--- src/rtl/plp_rom_pkg.sv ---
// Shared types and constants for the boot-ROM read-port arbiter.
package plp_rom_pkg;

  localparam int ROM_WORDS  = 512;
  localparam int ROM_ADDR_W = 9;
  localparam int ROM_DATA_W = 32;

  typedef enum logic [1:0] {
    IDLE = 2'd0,
    READ = 2'd1,
    RESP = 2'd2,
    DONE = 2'd3
  } state_e;

  // Byte address to ROM word address; bits above the ROM range alias.
  function automatic logic [ROM_ADDR_W-1:0] byte_to_word(input logic [31:0] addr);
    return addr[ROM_ADDR_W+1:2];
  endfunction

endpackage

--- src/rtl/rom_port_arbiter_rr_arb2.sv ---
// Two-way round-robin picker: on a tie the requester that did not win last time is chosen.
module rr_arb2 (
  input  logic [1:0] req_i,
  input  logic       last_i,
  output logic [1:0] gnt_o
);

  // One-hot grant; a lone request always wins, a tie goes away from last_i.
  always_comb begin
    gnt_o = req_i;
    if (req_i == 2'b11) gnt_o = last_i ? 2'b01 : 2'b10;
  end

endmodule

--- src/rtl/rom_port_arbiter.sv ---
// Shares the boot ROM's synchronous read port between two requesters.
// Each transaction: grant in IDLE, one ROM enable cycle, registered response,
// then a dead cycle so requesters can drop req before the next arbitration.
module rom_port_arbiter
  import plp_rom_pkg::*;
#(
  parameter int ADDR_W = ROM_ADDR_W,
  parameter int DATA_W = ROM_DATA_W
) (
  input  logic              clk,
  input  logic              rst,
  input  logic              req0,
  input  logic [31:0]       addr0,
  output logic              valid0,
  output logic [DATA_W-1:0] rdata0,
  output logic              err0,
  input  logic              req1,
  input  logic [31:0]       addr1,
  output logic              valid1,
  output logic [DATA_W-1:0] rdata1,
  output logic              err1,
  output logic              rom_en,
  output logic [ADDR_W-1:0] rom_addr,
  input  logic [DATA_W-1:0] rom_do
);

  state_e              state_q, state_d;
  logic                last_q, last_d;
  logic                owner_q, owner_d;
  logic                perr_q, perr_d;
  logic                rom_en_q, rom_en_d;
  logic [ADDR_W-1:0]   rom_addr_q, rom_addr_d;
  logic                valid0_q, valid0_d, valid1_q, valid1_d;
  logic                err0_q, err0_d, err1_q, err1_d;
  logic [DATA_W-1:0]   rdata0_q, rdata0_d, rdata1_q, rdata1_d;

  logic [1:0]          gnt;
  logic [31:0]         gaddr;
  logic                aligned;
  logic                unused_hi;

  rr_arb2 u_arb (
    .req_i  ({req1, req0}),
    .last_i (last_q),
    .gnt_o  (gnt)
  );

  assign gaddr     = gnt[1] ? addr1 : addr0;
  assign aligned   = (gaddr[1:0] == 2'b00);
  assign unused_hi = ^gaddr[31:ADDR_W+2];

  // State register.
  always_ff @(posedge clk) begin
    if (rst) state_q <= IDLE;
    else     state_q <= state_d;
  end

  // Next state: misaligned grants skip the ROM access and respond directly.
  always_comb begin
    state_d = state_q;
    unique case (state_q)
      IDLE: if (|gnt) state_d = aligned ? READ : RESP;
      READ: state_d = RESP;
      RESP: state_d = DONE;
      DONE: state_d = IDLE;
      default: state_d = IDLE;
    endcase
  end

  // Output/datapath next values; response registers hold unless this is their owner's RESP.
  always_comb begin
    last_d     = last_q;
    owner_d    = owner_q;
    perr_d     = perr_q;
    rom_en_d   = 1'b0;
    rom_addr_d = rom_addr_q;
    valid0_d   = 1'b0;
    valid1_d   = 1'b0;
    rdata0_d   = rdata0_q;
    rdata1_d   = rdata1_q;
    err0_d     = err0_q;
    err1_d     = err1_q;
    unique case (state_q)
      IDLE: begin
        if (|gnt) begin
          owner_d = gnt[1];
          last_d  = gnt[1];
          perr_d  = ~aligned;
          if (aligned) begin
            rom_en_d   = 1'b1;
            rom_addr_d = gaddr[ADDR_W+1:2];
          end
        end
      end
      RESP: begin
        if (owner_q) begin
          valid1_d = 1'b1;
          rdata1_d = perr_q ? '0 : rom_do;
          err1_d   = perr_q;
        end else begin
          valid0_d = 1'b1;
          rdata0_d = perr_q ? '0 : rom_do;
          err0_d   = perr_q;
        end
      end
      default: ;
    endcase
  end

  // Registered outputs and transaction context; last grant resets to 1 so requester 0 wins first tie.
  always_ff @(posedge clk) begin
    if (rst) begin
      last_q     <= 1'b1;
      owner_q    <= 1'b0;
      perr_q     <= 1'b0;
      rom_en_q   <= 1'b0;
      rom_addr_q <= '0;
      valid0_q   <= 1'b0;
      valid1_q   <= 1'b0;
      rdata0_q   <= '0;
      rdata1_q   <= '0;
      err0_q     <= 1'b0;
      err1_q     <= 1'b0;
    end else begin
      last_q     <= last_d;
      owner_q    <= owner_d;
      perr_q     <= perr_d;
      rom_en_q   <= rom_en_d;
      rom_addr_q <= rom_addr_d;
      valid0_q   <= valid0_d;
      valid1_q   <= valid1_d;
      rdata0_q   <= rdata0_d;
      rdata1_q   <= rdata1_d;
      err0_q     <= err0_d;
      err1_q     <= err1_d;
    end
  end

  assign rom_en   = rom_en_q;
  assign rom_addr = rom_addr_q;
  assign valid0   = valid0_q;
  assign valid1   = valid1_q;
  assign rdata0   = rdata0_q;
  assign rdata1   = rdata1_q;
  assign err0     = err0_q;
  assign err1     = err1_q;

endmodule
--- config.mk ---
export PLATFORM = sky130hd
export DESIGN_NAME = rom_port_arbiter
export DESIGN_NICKNAME = d
export VERILOG_FILES = /design/src/rtl/plp_rom_pkg.sv /design/src/rtl/rom_port_arbiter_rr_arb2.sv /design/src/rtl/rom_port_arbiter.sv
export SDC_FILE = /design/constraint.sdc
export NUM_CORES = 1
export LEC_CHECK = 0
export ABC_AREA = 0
export ABC_CLOCK_PERIOD_IN_PS = 1290
export CORE_MARGIN = 10
export CORE_UTILIZATION = 35
export CTS_CLUSTER_SIZE = 20
export DETAILED_ROUTE_END_ITERATION = 8
export PLACE_DENSITY = 0.77
export SLEW_MARGIN = 20
export SYNTH_ARGS = -nofsm -noshare
export SYNTH_HDL_FRONTEND = slang
export SYNTH_SLANG_ARGS = --single-unit
--- constraint.sdc ---
create_clock -name clk -period 1.29 [get_ports clk]
set_input_delay 0.258 -clock clk [delete_from_list [all_inputs] [get_ports clk]]
set_output_delay 0.258 -clock clk [all_outputs]
set_load 0.05 [all_outputs]
Yosys cells after proc, flatten, opt, wreduce, memory -nomap -nowiden
Index checks and enable logic that the tools add are counted.
Widths: inputs -> output; s select.
{ "word_totals": {"register_bits": 83, "latchBits": 0, "ram_bits": 0, "rom_bits": 0, "input_bits": 100, "wordCells": 41, "memories": 0} }
{ "op_classes": {"addsub": 0, "multipliers": 0, "div": 0, "order_cmp": 0, "n_eq_ne": 5, "shifts": 0, "muxes": 10, "bitwise_logic": 5, "reduce_logical": 9} }
{ "ops": {"columns": ["cell", "count"], "rows": [
  ["$mux 32", 1],
  ["$mux 11", 1],
  ["$mux 2", 4],
  ["$pmux 2 s4", 1],
  ["$eq 2x2->1 const B", 3],
  ["$reduce_and 2->1", 3],
  ["$not 1->1", 5],
  ["$logic_not 2->1", 2],
  ["$reduce_or 2->1", 2],
  ["$mux 1", 3],
  ["$reduce_and 3->1", 1],
  ["$reduce_or 3->1", 1],
  ["$eq 2x1->1 const B", 1],
  ["$ne 2x2->1 const B", 1]
]} }

Longest topological paths before layout
{ "depth": {"ltp_word": 7, "depth_mapped": 7, "mapped_depth_nobuf": 6} }

Modules after synthesis
Synthesis repeated with hierarchy kept, for this count alone.
{ "hier_totals": {"cells_unflattened": 416, "area_unflattened_um2": 3355.7} }
{ "by_module_without_submodules": {"columns": ["module", "n_inst", "cells_each", "area_per_inst_um2", "seq_area_each_um2"], "rows": [
  ["rom_port_arbiter", 1, 413, 3337.0, 1661.6],
  ["rr_arb2", 1, 3, 18.8, 0.0]
]} }

Worst setup path before layout
OpenSTA, ideal clock, no wires.
{ "synth_timing": {"path_kind": "register -> register", "from": "reg state_q[0]", "to": "reg rdata0_q[19], in the netlist rdata0[19]", "arrival_time_ns": 1.237, "required_ns": 1.219, "slack_ns": -0.018, "stages_incl_launch_ff": 8, "path_cell_list": "dfxtp_1 > inv_1 > ha_1 > nand2b_1 > clkbuf_1 > buf_2 > nand2_1 > a21oi_1"} }
{ "synth_between": {"elab_chain_cells": 2} }
{ "synth_lines": {"columns": ["item", "line_no", "rtl"], "rows": [
  ["start: declaration", "rom_port_arbiter.sv:27", "state_e state_q, state_d;"],
  ["start signal: assignment", "rom_port_arbiter.sv:55", "else state_q <= state_d;"],
  ["$eq 2x2->1", "rom_port_arbiter.sv:83", "unique case (state_q)"],
  ["$reduce_and 2->1 (no line)", null, null],
  ["end signal: assignment", "rom_port_arbiter.sv:132", "rdata0_q <= rdata0_d;"],
  ["end: declaration", "rom_port_arbiter.sv:35", "logic [DATA_W-1:0] rdata0_q, rdata0_d, rdata1_q, rdata1_d;"]
]} }
Every way passes these cells.
A chain may end at the register's enable or synchronous reset.

Worst setup path after layout
{ "layout_timing": {"from": "reg last_q", "to": "reg rom_addr_q[1], in the netlist rom_addr[1]"} }
{ "layout_between": {"elab_chain_cells": 5, "word_cells_on_any_way": 6, "cone_classes": "mux (3); reduce/logical (3)"} }
{ "layout_lines": {"columns": ["item", "line_no", "rtl"], "rows": [
  ["start: declaration", "rom_port_arbiter.sv:28", "logic last_q, last_d;"],
  ["start signal: assignment", "rom_port_arbiter.sv:125", "last_q <= last_d;"],
  ["$mux 2 * (2 in a row)", "rom_port_arbiter_rr_arb2.sv:11", "if (req_i == 2'b11) gnt_o = last_i ? 2'b01 : 2'b10;"],
  ["$mux 11", "rom_port_arbiter.sv:48", "assign gaddr = gnt[1] ? addr1 : addr0;"],
  ["$logic_not 2->1", "rom_port_arbiter.sv:49", "assign aligned = (gaddr[1:0] == 2'b00);"],
  ["$reduce_and 3->1 (no line)", null, null],
  ["end signal: assignment", "rom_port_arbiter.sv:129", "rom_addr_q <= rom_addr_d;"],
  ["end: declaration", "rom_port_arbiter.sv:32", "logic [ADDR_W-1:0] rom_addr_q, rom_addr_d;"]
]} }
Mark *: on every way between the ends. The rest lies on a longest branch, timed or not.

==> results.json <==
{
  "synth_edf_count": 0,
  "grt_pass1_wl_um": 16900,
  "failed_checks": "negative setup slack",
  "dp_cells": 637,
  "crit_arrival_ns": 1.61,
  "synth_most_common_cell": "nand2_1",
  "grt_max_degree": 39,
  "tightest_slew_ns": 0.387,
  "cts_setup_buffers": 0,
  "synth_top_area_share_pct": 51.6,
  "worstPathMaxFanout": 5,
  "path_delay_family": "compound AO/OA/AOI/OAI gates",
  "rows": 34,
  "async_reset_ff_share_pct": 0,
  "top_layer_used": "met4",
  "p_leak_uw": 0.00218,
  "met3_length_um": 965,
  "placed_area_um2": 5590,
  "setup_violations": 13,
  "min_path_type": "in -> reg",
  "dr.pass1.iters": 6,
  "cts_max_path_buffers": 2,
  "setup_slack_ns": -0.0366,
  "drcViolationCount": 0,
  "start_util_pct": 36.4,
  "totalWireLength_um": 10600,
  "fin_nets": 644,
  "seq_area_frac_synth_pct": 51.6,
  "fmax_mhz": 754,
  "cp_slowest_stage_delay_ns": 0.37,
  "core_area_um2": 8850,
  "grt_pass1_vias": 3245,
  "fin_area_um2": 5850,
  "critical_path_class": "reg -> reg",
  "place_ws_ns": -0.512,
  "die_w_um": 116,
  "cts_hold_buf": 0,
  "die_h_um": 116,
  "whs_ns": 0.282,
  "synthToLayoutAreaGrowth_pct": 81.8,
  "post-dp-hpwl_um": 8160,
  "synth-main-ff-cell": "dfxtp_1",
  "slew_viol_final": 0,
  "min_period_ns": 1.33,
  "finalHoldViolations": 0,
  "ant_nets": 0,
  "routed-wl-met2_um": 5480,
  "overflow": 0,
  "layout.cells.non_filler": 654,
  "finClkSkew_ns": 0.0112,
  "maxCapViolations": 0,
  "synth_area_leader_cell": "dfxtp_1",
  "diodes": 0,
  "routedWlPerCell_um": 16.2,
  "clockRootBuffer": "clkbuf_8",
  "synth.area.top_cells": "dfxtp_1 52%, nand2_1 16%, a21oi_1 10%",
  "post_synth.cell_area_avg_um2": 8.13,
  "met1_length_um": 4020,
  "io_pins": 178,
  "status": "finished with violations",
  "drive_above_1_share_pct": 24.9,
  "rsz0062_at_grt": "true",
  "dieArea_um2": 13400,
  "htreeDepth": 3,
  "maxSlewHeadroom_pct": 74.2,
  "numCtsBuffers": 9,
  "synth_cells": 396,
  "synth_area_um2": 3220,
  "cp_num_buf_inv": 0,
  "crit_path_end_kind": "flop",
  "grt.total_usage_pct": 15.9,
  "worstPathCellList": "a21boi_2 > mux2_4 > a21oi_4 > o2bb2ai_1",
  "min_period_over_period_pct": 103,
  "yosysWarnings": 0,
  "powerDensity_nw_per_um2": 1500,
  "fillers": 698,
  "gp_congestion": 0.738,
  "first_iter_violations": 143,
  "cts.sinks": 83,
  "ys_types": 26,
  "cts_tree": "done",
  "vias_per_cell": 4.82,
  "vias": 3151,
  "worstSetupStartpointType": "flop",
  "synth_commonest_cells": "135 x nand2_1, 83 x dfxtp_1, 67 x a21oi_1",
  "clock_latency_ns": 0.35,
  "slowest_stage": "mux2_4",
  "clk_pin_slew_worst_paths_ns": 0.09,
  "ir_drop_v": 0.000824,
  "worstPathRequired_ns": 1.57,
  "antenna_found_initial": 0,
  "ys_seq_elements": 83,
  "setup_tns_ns": -0.275,
  "syn_nets": 499,
  "io_buffers": 135
}
==> kinds of logic (layout without fill, tap and decap cells) <==
kind of cell,Yosys count,in the layout,synth area share (%)
fa+ha+maj,3,3,1.17
flops,83,83,51.6
buf+inv,31,180,4.00
mux,10,10,3.27
compound gates,86,87,15.6
simple gates,183,183,24.3
==> registers in the layout, indices dropped and copies added (netlist names), 2 cells and up <==
register / count
rdata0: 32
rdata1: 32
rom_addr: 9
state_q: 2
==> repair_timing <==
item                                    4_1_cts  5_1_grt
endpoints found under the setup margin       57       74
pin swaps                                     5        1
hold endpoints to repair                      0        0
cloned                                        1        0
resized for setup                            11        7
==> report_power, final <==
group	internal (µW)	switching, µW	leakage [µW]
sequential	2870	305	0.000673
clock	769	997	0.0000855
combinational	1790	2050	0.00142
total	5430	3350	0.00218
==> placed cells by master (no fill, tap or decap), types with 2 or more instances in the layout <==
| master | instances |
|---|---|
| a21oi_1 | 67 |
| a21oi_4 | 2 |
| buf_12 | 81 |
| buf_4 | 16 |
| buf_6 | 5 |
| clkbuf_8 | 10 |
| clkdlybuf4s50_1 | 54 |
| clkinvlp_4 | 3 |
| dfxtp_1 | 82 |
| ha_2 | 2 |
| inv_1 | 3 |
| inv_6 | 2 |
| mux2i_1 | 9 |
| nand2_1 | 134 |
| nand2_2 | 2 |
| nor2_1 | 10 |
| nor2b_1 | 32 |
| o21a_1 | 2 |
| o2bb2ai_1 | 8 |
==> area by class of cell <==
type | count | area [µm²] | area share, %
Sequential cell | 83 | 1660 | 28.4
Tap cell | 108 | 135 | 2.31
Inverter | 4 | 15.0 | 0.257
Multi-Input combinational cell | 283 | 1470 | 25.1
Timing Repair Buffer | 160 | 2380 | 40.7
Clock inverter | 6 | 48.8 | 0.834
Clock buffer | 10 | 138 | 2.35
==> stage by stage <==
stage / total power [µW] / util, %
detailed placement: 6990 / 63.2
CTS: 8830 / 65.9
global route: 9260 / 66.1
floorplan: 5060 / -
finish: 8780 / 66.1
global placement: 6900 / 63.2
==> final timing paths <==
| check | cells after the start | end | slack (ns) | startpoint |
|---|---|---|---|---|
| min reg2reg | 2 | rdata1[19] | 0.49 | rdata1[19] |
| min | 2 | last_q | 0.28 | rst |
| max | 4 | rom_addr[1] | -0.04 | last_q |
| max reg2reg | 4 | rom_addr[1] | -0.04 | last_q |
==> worst reg2reg max path, cell delays in order (launching register included) <==
cell and delay, ns:
dfxtp_2 0.34, a21boi_2 0.17, mux2_4 0.37, a21oi_4 0.24
o2bb2ai_1 0.14
==> per-layer routing <==
metal,up-vias,global-route usage (%)
met4,0,4.50
met5,-,0
met1,1480,16.9
met2,92,28.0
met3,6,7.24
li1,1573,-
Power figures use the tool's default switching activity.
